### src/rtl/m_dram_responder_pkg.sv
// Shared encodings for the per-hart DRAM responder: funct3 access codes, FSM states
// and access-size decode helpers.
package m_dram_responder_pkg;

  localparam logic [2:0] DramCtrlB  = 3'b000;
  localparam logic [2:0] DramCtrlH  = 3'b001;
  localparam logic [2:0] DramCtrlW  = 3'b010;
  localparam logic [2:0] DramCtrlBU = 3'b100;
  localparam logic [2:0] DramCtrlHU = 3'b101;

  typedef enum logic [1:0] {
    StIdle,
    StIssue,
    StDone
  } resp_state_e;

  typedef enum logic [1:0] {
    SzByte,
    SzHalf,
    SzWord
  } acc_size_e;

  // Reserved funct3 codes fall through to a full-word access.
  function automatic acc_size_e ctrl_size(input logic [2:0] ctrl);
    acc_size_e sz;
    case (ctrl)
      DramCtrlB, DramCtrlBU: sz = SzByte;
      DramCtrlH, DramCtrlHU: sz = SzHalf;
      DramCtrlW:             sz = SzWord;
      default:               sz = SzWord;
    endcase
    return sz;
  endfunction

  function automatic logic ctrl_signed(input logic [2:0] ctrl);
    return (ctrl == DramCtrlB) || (ctrl == DramCtrlH);
  endfunction

endpackage

### src/rtl/m_dram_lane_align.sv
// Byte-lane steering for one word-wide access: store byte enables and replicated store data,
// plus extraction and sign/zero extension of load data.
module m_dram_lane_align
  import m_dram_responder_pkg::*;
(
  input  logic [2:0]  i_ctrl,
  input  logic [1:0]  i_off,
  input  logic [31:0] i_wdata,
  input  logic [31:0] i_rdata,
  output logic [3:0]  o_be,
  output logic [31:0] o_wdata_sh,
  output logic [31:0] o_rdata_ext
);

  acc_size_e   w_size;
  logic        w_sext;
  logic [7:0]  w_byte;
  logic [15:0] w_half;

  always_comb begin
    w_size      = ctrl_size(i_ctrl);
    w_sext      = ctrl_signed(i_ctrl);
    w_byte      = i_rdata[{i_off, 3'b000} +: 8];
    // Misaligned halfwords stay inside the containing aligned half.
    w_half      = i_off[1] ? i_rdata[31:16] : i_rdata[15:0];
    o_be        = 4'hF;
    o_wdata_sh  = i_wdata;
    o_rdata_ext = i_rdata;
    unique case (w_size)
      SzByte: begin
        o_be        = 4'b0001 << i_off;
        o_wdata_sh  = {4{i_wdata[7:0]}};
        o_rdata_ext = {{24{w_sext & w_byte[7]}}, w_byte};
      end
      SzHalf: begin
        o_be        = i_off[1] ? 4'b1100 : 4'b0011;
        o_wdata_sh  = {2{i_wdata[15:0]}};
        o_rdata_ext = {{16{w_sext & w_half[15]}}, w_half};
      end
      default: begin
      end
    endcase
  end

endmodule

### src/rtl/m_dram_responder.sv
// Memory-side end of the per-hart DRAM ports: one latched request per hart, round-robin
// arbitration and a single word-wide backend access in flight.
module m_dram_responder
  import m_dram_responder_pkg::*;
#(
  parameter int unsigned NHARTS = 2,
  parameter int unsigned HID_W  = 1
) (
  input  logic                 CLK,
  input  logic                 RST_X,
  input  logic [32*NHARTS-1:0] w_dram_addr_v,
  input  logic [32*NHARTS-1:0] w_dram_wdata_v,
  input  logic [3*NHARTS-1:0]  w_dram_ctrl_v,
  input  logic [NHARTS-1:0]    w_dram_le_v,
  input  logic [NHARTS-1:0]    w_dram_we_v,
  output logic [NHARTS-1:0]    w_dram_busy_v,
  output logic [32*NHARTS-1:0] w_dram_odata_v,
  output logic [31:0]          w_grant,
  output logic                 w_mem_req,
  output logic                 w_mem_we,
  output logic [31:0]          w_mem_addr,
  output logic [31:0]          w_mem_wdata,
  output logic [3:0]           w_mem_be,
  input  logic                 w_mem_ack,
  input  logic [31:0]          w_mem_rdata
);

  logic [NHARTS-1:0] r_pend;
  logic [NHARTS-1:0] r_we;
  logic [31:0]       r_addr  [NHARTS];
  logic [31:0]       r_wdata [NHARTS];
  logic [2:0]        r_ctrl  [NHARTS];
  logic [31:0]       r_odata [NHARTS];

  logic [HID_W-1:0]  r_grant;
  logic [HID_W-1:0]  r_rr;
  logic [HID_W-1:0]  w_cand;
  logic [HID_W-1:0]  w_pick_idx;
  logic              w_pick_vld;
  logic              w_done;

  resp_state_e       r_state;
  resp_state_e       w_state_nxt;

  logic [31:0]       w_g_addr;
  logic [31:0]       w_g_wdata;
  logic [2:0]        w_g_ctrl;
  logic              w_g_we;
  logic [3:0]        w_be;
  logic [31:0]       w_wdata_sh;
  logic [31:0]       w_rdata_ext;

  assign w_g_addr  = r_addr[r_grant];
  assign w_g_wdata = r_wdata[r_grant];
  assign w_g_ctrl  = r_ctrl[r_grant];
  assign w_g_we    = r_we[r_grant];

  m_dram_lane_align u_lane_align (
    .i_ctrl      (w_g_ctrl),
    .i_off       (w_g_addr[1:0]),
    .i_wdata     (w_g_wdata),
    .i_rdata     (w_mem_rdata),
    .o_be        (w_be),
    .o_wdata_sh  (w_wdata_sh),
    .o_rdata_ext (w_rdata_ext)
  );

  // First pending hart at or after the round-robin pointer, wrapping modulo NHARTS.
  always_comb begin
    w_pick_vld = 1'b0;
    w_pick_idx = '0;
    w_cand     = '0;
    for (int i = 0; i < int'(NHARTS); i++) begin
      w_cand = HID_W'((int'(r_rr) + i) % int'(NHARTS));
      if (!w_pick_vld && r_pend[w_cand]) begin
        w_pick_vld = 1'b1;
        w_pick_idx = w_cand;
      end
    end
  end

  always_ff @(posedge CLK or negedge RST_X) begin
    if (!RST_X) begin
      r_state <= StIdle;
    end else begin
      r_state <= w_state_nxt;
    end
  end

  always_comb begin
    w_state_nxt = r_state;
    w_done      = 1'b0;
    w_mem_req   = 1'b0;
    w_mem_we    = 1'b0;
    w_mem_addr  = '0;
    w_mem_wdata = '0;
    w_mem_be    = '0;
    unique case (r_state)
      StIdle: begin
        if (w_pick_vld) begin
          w_state_nxt = StIssue;
        end
      end
      StIssue: begin
        w_mem_req   = 1'b1;
        w_mem_we    = w_g_we;
        w_mem_addr  = {w_g_addr[31:2], 2'b00};
        w_mem_wdata = w_g_we ? w_wdata_sh : '0;
        w_mem_be    = w_g_we ? w_be : 4'hF;
        if (w_mem_ack) begin
          w_done      = 1'b1;
          w_state_nxt = StDone;
        end
      end
      StDone: begin
        w_state_nxt = StIdle;
      end
      default: begin
        w_state_nxt = StIdle;
      end
    endcase
  end

  always_ff @(posedge CLK or negedge RST_X) begin
    if (!RST_X) begin
      r_grant <= '0;
      r_rr    <= '0;
    end else begin
      if ((r_state == StIdle) && w_pick_vld) begin
        r_grant <= w_pick_idx;
      end
      if (w_done) begin
        r_rr <= (int'(r_grant) == int'(NHARTS) - 1) ? '0 : r_grant + 1'b1;
      end
    end
  end

  // A hart is busy from acceptance until its ack; pulses while busy are dropped.
  always_ff @(posedge CLK or negedge RST_X) begin
    if (!RST_X) begin
      r_pend <= '0;
      r_we   <= '0;
      for (int h = 0; h < int'(NHARTS); h++) begin
        r_addr[h]  <= '0;
        r_wdata[h] <= '0;
        r_ctrl[h]  <= '0;
        r_odata[h] <= '0;
      end
    end else begin
      for (int h = 0; h < int'(NHARTS); h++) begin
        if (w_done && (r_grant == HID_W'(h))) begin
          r_pend[h] <= 1'b0;
          if (!r_we[h]) begin
            r_odata[h] <= w_rdata_ext;
          end
        end else if (!r_pend[h] && (w_dram_le_v[h] || w_dram_we_v[h])) begin
          r_pend[h]  <= 1'b1;
          r_we[h]    <= w_dram_we_v[h];
          r_addr[h]  <= w_dram_addr_v[32*h +: 32];
          r_wdata[h] <= w_dram_wdata_v[32*h +: 32];
          r_ctrl[h]  <= w_dram_ctrl_v[3*h +: 3];
        end
      end
    end
  end

  for (genvar h = 0; h < int'(NHARTS); h++) begin : g_odata
    assign w_dram_odata_v[32*h +: 32] = r_odata[h];
  end

  assign w_dram_busy_v = r_pend;
  assign w_grant       = {{(32 - HID_W){1'b0}}, r_grant};

endmodule
### config.mk
export PLATFORM = sky130hd
export DESIGN_NAME = m_dram_responder
export DESIGN_NICKNAME = d
export VERILOG_FILES = /design/src/rtl/m_dram_responder_pkg.sv /design/src/rtl/m_dram_lane_align.sv /design/src/rtl/m_dram_responder.sv
export SDC_FILE = /design/constraint.sdc
export NUM_CORES = 1
export LEC_CHECK = 0
export ABC_AREA = 1
export ABC_CLOCK_PERIOD_IN_PS = 1600
export CAP_MARGIN = 20
export CELL_PAD_IN_SITES_DETAIL_PLACEMENT = 0
export CELL_PAD_IN_SITES_GLOBAL_PLACEMENT = 1
export CORE_ASPECT_RATIO = 0.8
export CORE_MARGIN = 3
export CORE_UTILIZATION = 30
export CTS_BUF_LIST = sky130_fd_sc_hd__clkbuf_16
export DETAILED_ROUTE_END_ITERATION = 8
export PLACE_DENSITY_LB_ADDON = 0.25
export SYNTH_ARGS = -nofsm -noshare
export SYNTH_HDL_FRONTEND = slang
export SYNTH_SLANG_ARGS = --single-unit
### constraint.sdc
create_clock -name CLK -period 1.6 [get_ports CLK]
set_input_delay 0.24 -clock CLK [delete_from_list [all_inputs] [get_ports CLK]]
set_output_delay 0.24 -clock CLK [all_outputs]
set_load 0.02 [all_outputs]
=== After elaboration in Yosys (flattened, before gate mapping) ===
Index checks and enable logic that the tools add are counted.

* Memory bits (writable): 0
* Memory bits (read-only): 0
* Word-level logic and storage cells: 104
* Bits of input ports: 173
* Memories: 0
* Register bits: 206
* Bits in latches: 0

* Eq/ne operators: 7
* Order comparisons: 4
* Shift-type cells: 2
* Multiplexer cells: 42
* Add/sub/neg operators: 2
* Bitwise operators: 8
* Reductions and logical operators: 24
* Divide/modulo/power cells: 0
* Multipliers: 0

{| class="wikitable"
|+ Operators with widths
! operator !! count
|-
| 32-bit 2-to-1 mux || 9
|-
| 32-bit case mux with 2 select lines || 2
|-
| 32-bit by 6-bit variable part select with 8-bit output || 1
|-
| 1-bit 2-to-1 mux || 19
|-
| 16-bit 2-to-1 mux || 1
|-
| 4-bit 2-to-1 mux || 3
|-
| 2-bit AND reduction || 5
|-
| 3-bit 2-to-1 mux || 3
|-
| 2-bit case mux with 2 select lines || 2
|-
| 4-bit case mux with 2 select lines || 1
|-
| 3-bit equality test, second input constant || 2
|-
| 1-bit logical AND || 6
|-
| 1-bit by 2-bit < comparator with 1-bit output, second input constant || 3
|-
| 1-bit inverter || 5
|-
| 2-bit by 1-bit equality test with 1-bit output, second input constant || 2
|-
| 2-bit logical NOT || 2
|-
| 2-bit 2-to-1 mux || 2
|-
| 2-bit inequality test, second input constant || 2
|-
| 2-bit nonzero test || 2
|-
| 2-bit OR reduction || 2
|-
| 1-bit by 2-bit left shift with 4-bit output, first input constant || 1
|-
| 3-bit by 1-bit equality test with 1-bit output, second input constant || 1
|-
| 1-bit logical NOT || 3
|-
| 3-bit logical NOT || 1
|-
| 5 further kinds || 9
|}

=== Depth between registers and ports, before layout ===
* Depth after elaboration: 11
* Gate-level depth with buffers: 12
* Gate-level depth less buffers: 11

=== Cells and area by module ===
From an unflattened synthesis, not the netlist that was laid out.

* Cell total of the unflattened synthesis: 1461
* Area total of the unflattened synthesis: 10786.6 um^2

{| class="wikitable"
|+ Modules (own cells, without submodules)
! module !! area an instance (um^2) !! instances !! cells an instance
|-
| m_dram_responder || 9595.5 || 1 || 1228
|-
| m_dram_lane_align || 1191.1 || 1 || 233
|}

=== Least setup slack after synthesis ===
No wires, ideal clock.

* Kind: reg2out
* Start: reg r_grant
* End: out w_mem_wdata[23]
* Data required time: 1.360 ns
* Data arrival time: 1.668 ns
* Cell stages (with the launch flop): 10
* Buffers on the path: 3
* Path slack: -0.308 ns
* Cells stage by stage: dfrtp_1 > buf_6 > buf_4 > nand2_1 > nand2_1 > inv_1 > nor2_4 > buf_2 > o21ai_1 > a31oi_1

* Longest elaborated chain between the ends: 11

{| class="wikitable"
|+ RTL lines
! element !! RTL line !! RTL
|-
| start, declared || m_dram_responder.sv:35 || <nowiki>logic [HID_W-1:0] r_grant;</nowiki>
|-
| start signal, assigned || m_dram_responder.sv:130 || <nowiki>r_grant <= w_pick_idx;</nowiki>
|-
| 1-bit inverter with 2-bit output (not written as such) || m_dram_responder.sv:54, m_dram_responder.sv:55 ||
|-
| 3-bit 2-to-1 mux (not written as such) (3 in series) || m_dram_responder.sv:55 || <nowiki>assign w_g_ctrl = r_ctrl[r_grant];</nowiki>
|-
| 3-bit equality test, or another cell as far along || m_dram_responder_pkg.sv:26 || <nowiki>case (ctrl)</nowiki>
|-
| 2-bit OR reduction || m_dram_responder_pkg.sv:26 ||
|-
| 2-bit case mux with 2 select lines || m_dram_responder_pkg.sv:26 ||
|-
| 2-bit by 1-bit equality test with 1-bit output or 2-bit logical NOT (tied branches) || m_dram_lane_align.sv:29 || <nowiki>unique case (w_size)</nowiki>
|-
| 32-bit case mux with 2 select lines || m_dram_lane_align.sv:29 ||
|-
| 32-bit 2-to-1 mux * || m_dram_responder.sv:108 || <nowiki>w_mem_wdata = w_g_we ? w_wdata_sh : '0;</nowiki>
|-
| 32-bit 2-to-1 mux * || m_dram_responder.sv:98 || <nowiki>unique case (r_state)</nowiki>
|-
| end, declared || m_dram_responder.sv:22 || <nowiki>output logic [31:0] w_mem_wdata,</nowiki>
|}

Mark *: on every way between the ends. The rest lies on a longest branch, timed or not. The select of a mux whose other input is x is not followed.

=== Worst setup path in the final report ===
* Start: reg r_grant
* End: out w_mem_wdata[0]

* Longest elaborated chain between the ends: 7

{| class="wikitable"
|+ RTL lines
! element !! RTL line !! RTL
|-
| 1-bit inverter with 2-bit output (not written as such) || m_dram_responder.sv:54 || <nowiki>assign w_g_wdata = r_wdata[r_grant];</nowiki>
|-
| 32-bit 2-to-1 mux (not written as such) (3 in series) || m_dram_responder.sv:54 ||
|-
| 32-bit case mux with 2 select lines || m_dram_lane_align.sv:29 ||
|-
| 32-bit 2-to-1 mux * || m_dram_responder.sv:108 ||
|-
| 32-bit 2-to-1 mux * || m_dram_responder.sv:98 ||
|}

Marks and branches as above.

==> key figures <==
Finish
  • Non-Filler Instances: 2130
  • P&R area growth vs syn: 77.2%
  • Fill count: 2994
  • Post-route cell area: 0.0182 mm2
  • Final Core Density: 55.0%
  • Nets: 1857
  • Layout cells sized above 1: 39.4%

Logic synthesis
  • Main synth FF type: dfrtp_1
  • Area leader, netlist: dfrtp_1
  • Seq cells post-synth: 206
  • Synth top area share: 50.1%
  • Cell count after synthesis: 1226
  • Post-synth EDFFs: 0
  • Simple-gate share of the synthesized area: 23.4%
  • Compound-Gate Fraction of Synth Area: 9.48%
  • Mux share of post-synthesis cell area: 7.21%
  • Xor/xnor share of the synthesized area: 0%
  • Syn avg cell area: 8.39 um2
  • Post-synthesis sequential area ratio: 50.1%
  • Synth async-reset ratio: 100%
  • Synth warn: 0
  • Synth top area cells: dfrtp_1, nand2_1, mux2_2
  • Post-synthesis cell type count: 36
  • Syn Std Cell Area: 0.0103 mm2
  • Synth Area in Adders: 0%
  • Main combinational cell family by area after synthesis: simple AND/OR/NAND/NOR gates

Power and ir drop
  • P_leak: 8.70 nW
  • Max VDD drop: 0.000863 V
  • Power Dens Cells: 2210 mW/mm2

Floorplanning
  • DIE AREA: 0.0366 mm2
  • Die W: 213 um
  • Vert. Die Dim: 172 um
  • Starting Density: 31.0%
  • CORE AREA: 0.0331 mm2
  • # rows: 59
  • Io pins: 341

GRT
  • Initial antenna violation count: 3
  • Gr usage total: 20.2%
  • Overflow after GRT: 0
  • First-pass GRT wire length: 56800 um
  • Vias in the first global route: 9436
  • Largest net degree at the start of global routing: 50

Timing
  • Total Neg Setup Slack: -131.90 ns
  • Worst Max-Slew Pin Slew: 0.564 ns
  • F_max: 406 MHz
  • Fin crit period: 2.46 ns
  • Tcrit/Tclk final: 154%
  • Final setup violation count: 318
  • Min setup slack post-route: -0.864 ns
  • RSZ-0062 raised after global routing: true
  • Final Max Tran Viols: 0
  • Slew headroom: 62.2%
  • Hold slack: 0.214 ns
  • Setup Skew: 0.0112 ns
  • Final Hold Viols: 0

Critical path
  • Setup CP Type: reg2out
  • Worst EP required: 1.36 ns
  • CP arrival: 2.22 ns
  • CP top delay family: buffers and inverters
  • Worst path slowest cell: dfrtp_2
  • Crit path cell chain: clkinv_4, nand2_2, nand2_2, inv_2, nor2_4, buf_6, clkinvlp_4, nor2_2, buf_4
  • CP max FO: 7
  • CP bufs+invs: 5
  • Largest stage delay, worst path: 0.48 ns
  • Worst setup EP type: output port
  • Type of origin of the critical path: flip-flop
  • Crit-path most repeated cell: nand2_2

Clocking
  • Clk slew on worst S/H paths: 0.06 ns
  • Clock latency on the worst-skew pair: 0.53 ns
  • Clock Sinks: 206
  • H-tree depth: 1
  • CTS max path bufs: 3
  • CTS tree: yes
  • Root Driver: clkbuf_16
  • CTS buffer count: 25

Route
  • Starting DRC count in detailed routing: 682
  • Wirelength, routed: 42500 um
  • Vias per cell: 4.71
  • # DRC: 0
  • Vias: 10000
  • Avg WL per Cell: 20.0 um
  • First-pass DRT Iterations: 5
  • DRT antenna net count: 0

Job
  • Max Cap Viol: 0

Placed design
  • Final HPWL from detailed placement: 27900 um
  • Cells after DPL: 2001
  • I/O Buffers: 307
  • Post-placement cell area: 0.0149 mm2
  • Gpl congestion: 0.838

Status
  • Status: complete, but fails checks
  • Failing checks: negative setup slack

Worst hold path
  • Hold Path Class: in2async
[where the power goes]
group | internal (mW) | switching, mW | total (mW)
clock | 2.99 | 2.33 | 5.32
combinational | 12.1 | 13.5 | 25.7
sequential | 7.67 | 1.66 | 9.32
total | 22.8 | 17.5 | 40.3
[worst reg2reg max path: cells and delay by family (launching register included)]
kind | cells | cell delay [ns]
and+or+nand+nor | 6 | 0.56
buffers and inverters | 6 | 0.87
DFF | 1 | 0.48
AOI/OAI and AO/OA | 1 | 0.18
[flip-flops by register name, summed over array words and instances, names as in the netlist]
name            count
r_state             2
w_dram_busy_v       2
r_grant             1
r_ctrl              6
r_addr             64
r_rr                1
r_we                2
r_wdata            64
w_dram_odata_v     64
[cell families after synthesis]
group / Yosys count
DFF: 206
buffers and inverters: 205
AOI/OAI and AO/OA: 176
other: 1
muxes: 66
and+or+nand+nor: 572
[layout make-up]
class                   instances  area (um2)  share of cell area, %
inverters                     107         430                   2.36
well taps                     427         534                   2.93
flip-flops and latches        206        5160                   28.3
repair buffers                495        5530                   30.3
clock buffers                  25         626                   3.43
clock inverters                20         121                  0.666
diodes                          1        2.50                 0.0137
multi-input cells             849        5830                   32.0
[layer usage]
| metal | share of wire, % | up-vias | global-route usage [%] |
|---|---|---|---|
| met1 | 47 | 4896 | 29.7 |
| met4 | 1.6 | 4 | 3.56 |
| li1 | - | 4766 | - |
| met3 | 7.0 | 51 | 5.29 |
| met2 | 44 | 320 | 30.3 |
| met5 | 0.080 | - | 0 |
[layout by cell type, fill, tap and decap left out, types with 4 or more instances in the layout]
cell and n:
buf_8 6, conb_1 33, a21oi_4 25, nand2_4 26, dfrtp_1 205, or2_2 7
inv_4 5, buf_6 86, o211ai_1 5, buf_16 4, nand3_4 23, clkinv_1 7
inv_1 100, nand3_2 12, clkbuf_16 45, o21ai_2 32, mux2_2 65, o221ai_4 6
a21oi_1 18, nand3_1 14, o21a_4 6, inv_2 4, clkinv_2 4, clkdlybuf4s50_1 221
o21ai_0 31, buf_12 34, or2_4 5, o21ai_4 8, o21ai_1 16, nor2_1 34
dlygate4sd2_1 14, nor2_4 18, nor2_2 23, nand2_2 81, a21oi_2 22, buf_4 106
nand2_1 323
[synth_stat cells, types with 4 or more instances]
master,count
a21oi_1,65
buf_1,6
buf_2,15
buf_4,49
buf_6,4
clkbuf_1,24
dfrtp_1,206
inv_1,100
inv_2,6
mux2_2,65
nand2_1,428
nand2_2,4
nand3_1,30
nand3_2,17
nor2_1,67
nor2_2,4
o211ai_1,5
o21a_1,8
o21ai_0,81
o221ai_1,7
or2_2,12
[repair_timing]
item,in CTS,in global routing
pin swaps,14,77
setup buffers,11,44
cloned,4,27
hold buffers,1,0
resized for setup,458,359
endpoints found under the setup margin,335,320
hold endpoints to repair,66,0
[through the flow]
| step | total power, mW | worst slack, ns |
|---|---|---|
| finish | 40.3 | -0.864 |
| detailed placement | 27.9 | -0.760 |
| floorplan | 19.5 | -0.122 |
| CTS | 35.0 | -0.853 |
| global placement | 27.8 | -0.758 |
| global route | 42.6 | -0.964 |
[final timing paths]
kind                                                from  slack (ns)  cells after the start                             end
setup / recovery                     r_grant$_DFFE_PN0P_       -0.86                      9                  w_mem_wdata[0]
hold / removal                                     RST_X        0.21                      2  w_dram_odata_v[12]$_DFFE_PN0P_
setup reg to reg                     r_grant$_DFFE_PN0P_       -0.55                     13  w_dram_odata_v[28]$_DFFE_PN0P_
hold reg to reg            w_dram_odata_v[8]$_DFFE_PN0P_        0.47                      2   w_dram_odata_v[8]$_DFFE_PN0P_
max in group asynchronous                          RST_X        0.77                      3          r_addr[53]$_DFFE_PN0P_
min in group CLK                       w_dram_addr_v[23]        0.25                      3          r_addr[55]$_DFFE_PN0P_
(Power assumes the default switching activity.)
